`src/rtl/alu_pipe_param.sv`:
```
// Parameterised ALU: single-cycle logic/add ops plus multi-cycle multiply ops.
// Operands are captured on acceptance; results hold until the next completion.
module alu_pipe_param #(
  parameter int WIDTH    = 8,
  parameter int MULT_LAT = 3
) (
  input  logic               clk,
  input  logic               reset_n,
  input  logic               start,
  input  logic [3:0]         opcode,
  input  logic [WIDTH-1:0]   A,
  input  logic [WIDTH-1:0]   B,
  output logic               done,
  output logic               busy,
  output logic               err,
  output logic [2*WIDTH-1:0] result
);

  localparam int RW = 2 * WIDTH;
  localparam int CW = 4;
  localparam logic [CW-1:0] ONE = CW'(1);
  localparam logic [CW-1:0] LOAD = CW'(MULT_LAT - 1);

  if (WIDTH < 2 || WIDTH > 32) begin : g_bad_width
    $error("alu_pipe_param: WIDTH %0d outside 2..32", WIDTH);
  end
  if (MULT_LAT < 2 || MULT_LAT > 8) begin : g_bad_lat
    $error("alu_pipe_param: MULT_LAT %0d outside 2..8", MULT_LAT);
  end

  typedef enum logic {
    IDLE = 1'b0,
    EXEC = 1'b1
  } state_t;

  state_t            state_q;
  state_t            state_d;
  logic [CW-1:0]     cnt_q;
  logic [CW-1:0]     cnt_d;
  logic [3:0]        op_q;
  logic [WIDTH-1:0]  a_q;
  logic [WIDTH-1:0]  b_q;
  logic              accept;
  logic              fire_now;
  logic              fire_exec;
  logic [RW-1:0]     res_now;
  logic              err_now;
  logic [RW-1:0]     res_exec;

  function automatic logic is_multi(input logic [3:0] op);
    return (op == 4'h4) || (op >= 4'h9 && op <= 4'hC);
  endfunction

  function automatic logic [RW:0] calc_single(
    input logic [3:0]       op,
    input logic [WIDTH-1:0] a,
    input logic [WIDTH-1:0] b
  );
    logic [RW-1:0] ax;
    logic [RW-1:0] bx;
    logic [RW-1:0] r;
    logic          e;
    ax = RW'(a);
    bx = RW'(b);
    r  = '0;
    e  = 1'b0;
    unique case (op)
      4'h0:    r = '0;
      4'h1:    r = ax + bx;
      4'h2:    r = ax & bx;
      4'h3:    r = ax - bx;
      4'h5:    r = ax ^ bx;
      4'h6:    r = ax | bx;
      4'h7:    r = RW'({a, 1'b0});
      4'h8:    r = RW'(a >> 1);
      4'hD,
      4'hE,
      4'hF:    e = 1'b1;
      default: r = '0;
    endcase
    return {e, r};
  endfunction

  function automatic logic [RW-1:0] calc_multi(
    input logic [3:0]       op,
    input logic [WIDTH-1:0] a,
    input logic [WIDTH-1:0] b
  );
    logic [RW-1:0] ax;
    logic [RW-1:0] bx;
    logic [RW-1:0] p;
    logic [RW-1:0] r;
    ax = RW'(a);
    bx = RW'(b);
    p  = ax * bx;
    r  = '0;
    unique case (op)
      4'h4:    r = p;
      4'h9:    r = p - ax;
      4'hA:    r = (p << 2) - ax;
      4'hB:    r = p + ax;
      4'hC:    r = (ax << 1) + ax;
      default: r = '0;
    endcase
    return r;
  endfunction

  // Single-cycle ops read live inputs; multi-cycle ops read captured copies.
  assign {err_now, res_now} = calc_single(opcode, A, B);
  assign res_exec           = calc_multi(op_q, a_q, b_q);

  always_comb begin
    state_d   = state_q;
    cnt_d     = cnt_q;
    accept    = 1'b0;
    fire_now  = 1'b0;
    fire_exec = 1'b0;
    unique case (state_q)
      IDLE: begin
        if (start) begin
          accept = 1'b1;
          if (is_multi(opcode)) begin
            state_d = EXEC;
            cnt_d   = LOAD;
          end else begin
            fire_now = 1'b1;
          end
        end
      end
      EXEC: begin
        cnt_d = cnt_q - ONE;
        if (cnt_q == ONE) begin
          state_d   = IDLE;
          fire_exec = 1'b1;
        end
      end
      default: begin
        state_d = IDLE;
        cnt_d   = '0;
      end
    endcase
  end

  always_ff @(posedge clk or negedge reset_n) begin
    if (!reset_n) begin
      state_q <= IDLE;
      cnt_q   <= '0;
    end else begin
      state_q <= state_d;
      cnt_q   <= cnt_d;
    end
  end

  always_ff @(posedge clk or negedge reset_n) begin
    if (!reset_n) begin
      op_q <= '0;
      a_q  <= '0;
      b_q  <= '0;
    end else if (accept) begin
      op_q <= opcode;
      a_q  <= A;
      b_q  <= B;
    end
  end

  always_ff @(posedge clk or negedge reset_n) begin
    if (!reset_n) begin
      done   <= 1'b0;
      err    <= 1'b0;
      result <= '0;
    end else begin
      done <= fire_now | fire_exec;
      if (fire_now) begin
        err    <= err_now;
        result <= res_now;
      end else if (fire_exec) begin
        err    <= 1'b0;
        result <= res_exec;
      end
    end
  end

  assign busy = (state_q == EXEC);

endmodule

```
`config.mk`:
```
export PLATFORM = sky130hd
export DESIGN_NAME = alu_pipe_param
export DESIGN_NICKNAME = d
export VERILOG_FILES = /design/src/rtl/alu_pipe_param.sv
export SDC_FILE = /design/constraint.sdc
export NUM_CORES = 1
export LEC_CHECK = 0
export ABC_CLOCK_PERIOD_IN_PS = 8600
export BUFFER_PORTS_ARGS = -buffer_cell sky130_fd_sc_hd__buf_4
export CORE_ASPECT_RATIO = 1.5
export CORE_UTILIZATION = 35
export DETAILED_ROUTE_END_ITERATION = 10
export GPL_TIMING_DRIVEN = 0
export SYNTH_ARGS = -nofsm -noshare
export SYNTH_HDL_FRONTEND = slang
export SYNTH_SLANG_ARGS = --single-unit
```
`constraint.sdc`:
```
create_clock -name clk -period 8.6 [get_ports clk]
set_input_delay 0.43 -clock clk [delete_from_list [all_inputs] [get_ports clk]]
set_output_delay 0.43 -clock clk [all_outputs]
set_load 0.05 [all_outputs]
```
==> out/metrics.csv <==
stage,metric,value,unit
sta,"Slew Viols, Final",0,
critical_path,Crit Reg-Reg Startpoint,a_q[0]$_DFFE_PN0P_,
drt,Final ANT Viol Nets,0,
critical_path,Critical Path Slowest Stage Cell,xor2_1,
grt,total grt overflow,0,
finish,final core utilization,0.397,
finish,"most common cell after layout, fill and taps aside",inv_1,
worst_hold_path,HP Class,input port to asynchronous set/reset pin,
finish,layout cells sized above 1,0.0948,
drt,DR WL/cell,17.8,um
yosys,number of enable flip-flop cells after synthesis,0,
yosys,largest family of logic cells by synthesized area,adder cells,
sta,Worst Tran Pin Value,856,ps
clock_tree,cts repair resizes,0,
sta,setup tns final,0,ps
yosys,synthesized area,7080,um^2
critical_path,startpoint class of the critical path,flip-flop,
place,hpwl dp,16800,um
yosys,Seq cells post-synth,43,
clock_tree,clk_lat worst skew,300,ps
finish,nets,1057,
sta,final setup vio count,0,
die,die width,118,um
sta,fmax,143,MHz
critical_path,CP Class,flip-flop to flip-flop,
critical_path,R2R cell count,23,
critical_path,Crit path largest cell delay,670,ps
grt,vias in the first global route,6435,
die,die area,20800,um^2
die,I/O pins,42,
critical_path,r2r endpoint,result[15]$_DFFE_PN0P_,
drt,DRC,0,
grt,global-route wire length before repair,33600,um
yosys,adder-cell share of the synthesized area,0.286,
yosys,synth warn,0,
yosys,library cells used by synthesis,76,
clock_tree,Num CTS Buffers,5,
job,maxcap violations,0,
yosys,"FFs w/ async S/R, synth",1.00,
critical_path,"Data arrival, critical path",7170,ps
yosys,xor-xnor portion of the synthesized cell area,0.0557,
yosys,Synth Area in Simple Gates,0.185,
finish,area grow syn2layout,11.0,%
grt,largest net degree at the start of global routing,44,
clock_tree,CTS max path bufs,2,
critical_path,Max Fanout on Critical Path,10,
critical_path,Crit. End Element,flip-flop,
drt,vias,6383,
critical_path,worst path required time,8790,ps
critical_path,"CP delay by family, top",adder cells,
die,Initial Util,0.358,
run_status,outcome,finished clean,
critical_path,Buf/Inv on CP,4,
drt,Initial DRT Pass Iterations,5,
die,Core ar.,19800,um^2
clock_tree,CTS Sinks,43,
clock_tree,"Reg clk slew, reported paths",70,ps
finish,"commonest cells after routing, fill and taps aside","99 x inv_1, 98 x ha_1, 64 x a21oi_1",
place,Placer Congestion,0.920,
sta,Fin. Hold Viols,0,
clock_tree,CTS tree,built,
yosys,Compound-Gate Fraction of Synth Area,0.237,
critical_path,worst-path cell chain,clkbuf_1 > nand2_1 > fa_1 > fa_1 > inv_1 > fa_1 > inv_1 > fa_1 > inv_1 > ha_1 > a2111o_1 > a311oi_1 > a21oi_1 > xor2_1 > ha_1 > nand2_1 > a21o_1 > a21oi_1 > o21ai_0 > a211oi_1 > xnor2_1 > nor2_1 > o221a_1,
drt,drt first-iter violations,286,
die,Die Y,176,um
finish,Diodes inserted,0,
sta,Fin Clk Skew,12.6,ps
sta,fin crit share,0.812,
clock_tree,clock root buffer,clkbuf_16,
critical_path,"most used cell, CP",fa_1,
yosys,Post-synth top flop,dfrtp_1,
drt,final wirelength,20600,um
drt,drt via density,5.52,
clock_tree,H-tree levels,2,
sta,Final min period,6980,ps
place,I/O Buffers,40,
clock_tree,CTS Hold Buffers Added,0,
yosys,"Seq/Total Area, Yosys",0.152,
critical_path,"reg-to-reg slack, setup",1620,ps
die,Row Count,63,
sta,Rel. slew slack,0.428,
yosys,Syn Nets,1010,
yosys,Syn Inst Count,849,
grt,initial antenna violation count,0,
yosys,mux contribution to synthesized area,0.0152,
sta,RSZ-0062 raised after global routing,false,
clock_tree,setup repair bufs after CTS,0,
grt,total track usage,0.205,
yosys,Mapped Avg Cell Area,8.33,um^2
cells by family after synthesis:
logic type,after synthesis
AO/OA/AOI/OAI,244
buffers and inverters,126
AND/OR/NAND/NOR,243
multiplexers,10
flip-flops,43
XOR/XNOR,45
adder cells (fa/ha/maj),138
state kept, by name (all words and copies together) (netlist names):
register  count
a_q           8
b_q           8
busy          1
cnt_q         4
done          1
err           1
op_q          4
result       16
Yosys cell counts (5+ instances only):
cell type | count | share of area
inv_1 | 99 | 0.053
ha_1 | 98 | 0.17
a21oi_1 | 64 | 0.045
nand2_1 | 62 | 0.033
and2_1 | 58 | 0.051
o21ai_0 | 48 | 0.034
nor2_1 | 44 | 0.023
dfrtp_1 | 43 | 0.15
fa_1 | 40 | 0.11
xnor2_1 | 32 | 0.040
clkbuf_1 | 22 | 0.012
a21o_1 | 14 | 0.015
o21a_1 | 13 | 0.014
xor2_1 | 13 | 0.016
nand3_1 | 10 | 0.0071
nor2b_1 | 10 | 0.0088
nor3_1 | 10 | 0.0071
o22ai_1 | 10 | 0.0088
a31oi_1 | 9 | 0.0080
nand2b_1 | 9 | 0.0080
o21bai_1 | 8 | 0.0085
a211oi_1 | 7 | 0.0074
mux2_2 | 6 | 0.0095
a221oi_1 | 5 | 0.0062
a222oi_1 | 5 | 0.0071
a22oi_1 | 5 | 0.0053
and3_1 | 5 | 0.0044
nor4_1 | 5 | 0.0044
o211ai_1 | 5 | 0.0053
worst max-delay path by stage:
stage	slack (ps)	depth (start not counted)	endpoint	start
CTS	1600	23	result[15]$_DFFE_PN0P_	a_q[0]$_DFFE_PN0P_
detailed placement	1650	23	result[15]$_DFFE_PN0P_	a_q[0]$_DFFE_PN0P_
finish	1620	23	result[15]$_DFFE_PN0P_	a_q[0]$_DFFE_PN0P_
global route	1170	23	result[15]$_DFFE_PN0P_	a_q[0]$_DFFE_PN0P_
floorplan	2630	23	result[15]$_DFFE_PN0P_	a_q[1]$_DFFE_PN0P_
global placement	1660	23	result[15]$_DFFE_PN0P_	a_q[0]$_DFFE_PN0P_
metrics by stage:
step | worst slack (ps) | hold WS, ps | instances | area [um^2]
2_1_floorplan | 2630 | 134 | 849 | 7080
3_3_place_gp | 1660 | 463 | 1149 | 7700
3_5_place_dp | 1650 | 461 | 1149 | 7700
4_1_cts | 1600 | 144 | 1157 | 7850
5_1_grt | 1170 | 168 | 1157 | 7850
6_report | 1620 | 111 | 1157 | 7850
layer usage:
metal / up-vias / GRT usage / routed length, um
met5: - / 0 / 0
met1: 3088 / 0.220 / 7920
met3: 52 / 0.0158 / 620
met4: 0 / 0.120 / 1230
met2: 173 / 0.390 / 10800
li1: 3070 / - / -
area by class of cell:
class	instances	area (um^2)
inverter	100	375
fill	2022	11900
tap	260	325
sequential	43	1080
clock buffer	5	125
clock inverter	3	26.3
timing repair buffer	40	300
multi-input combinational	680	5520
buffer	26	108
Power is left out: the tool's default activity adds up to more than one toggle a clock period on the data nets, which glitch-free logic cannot reach.
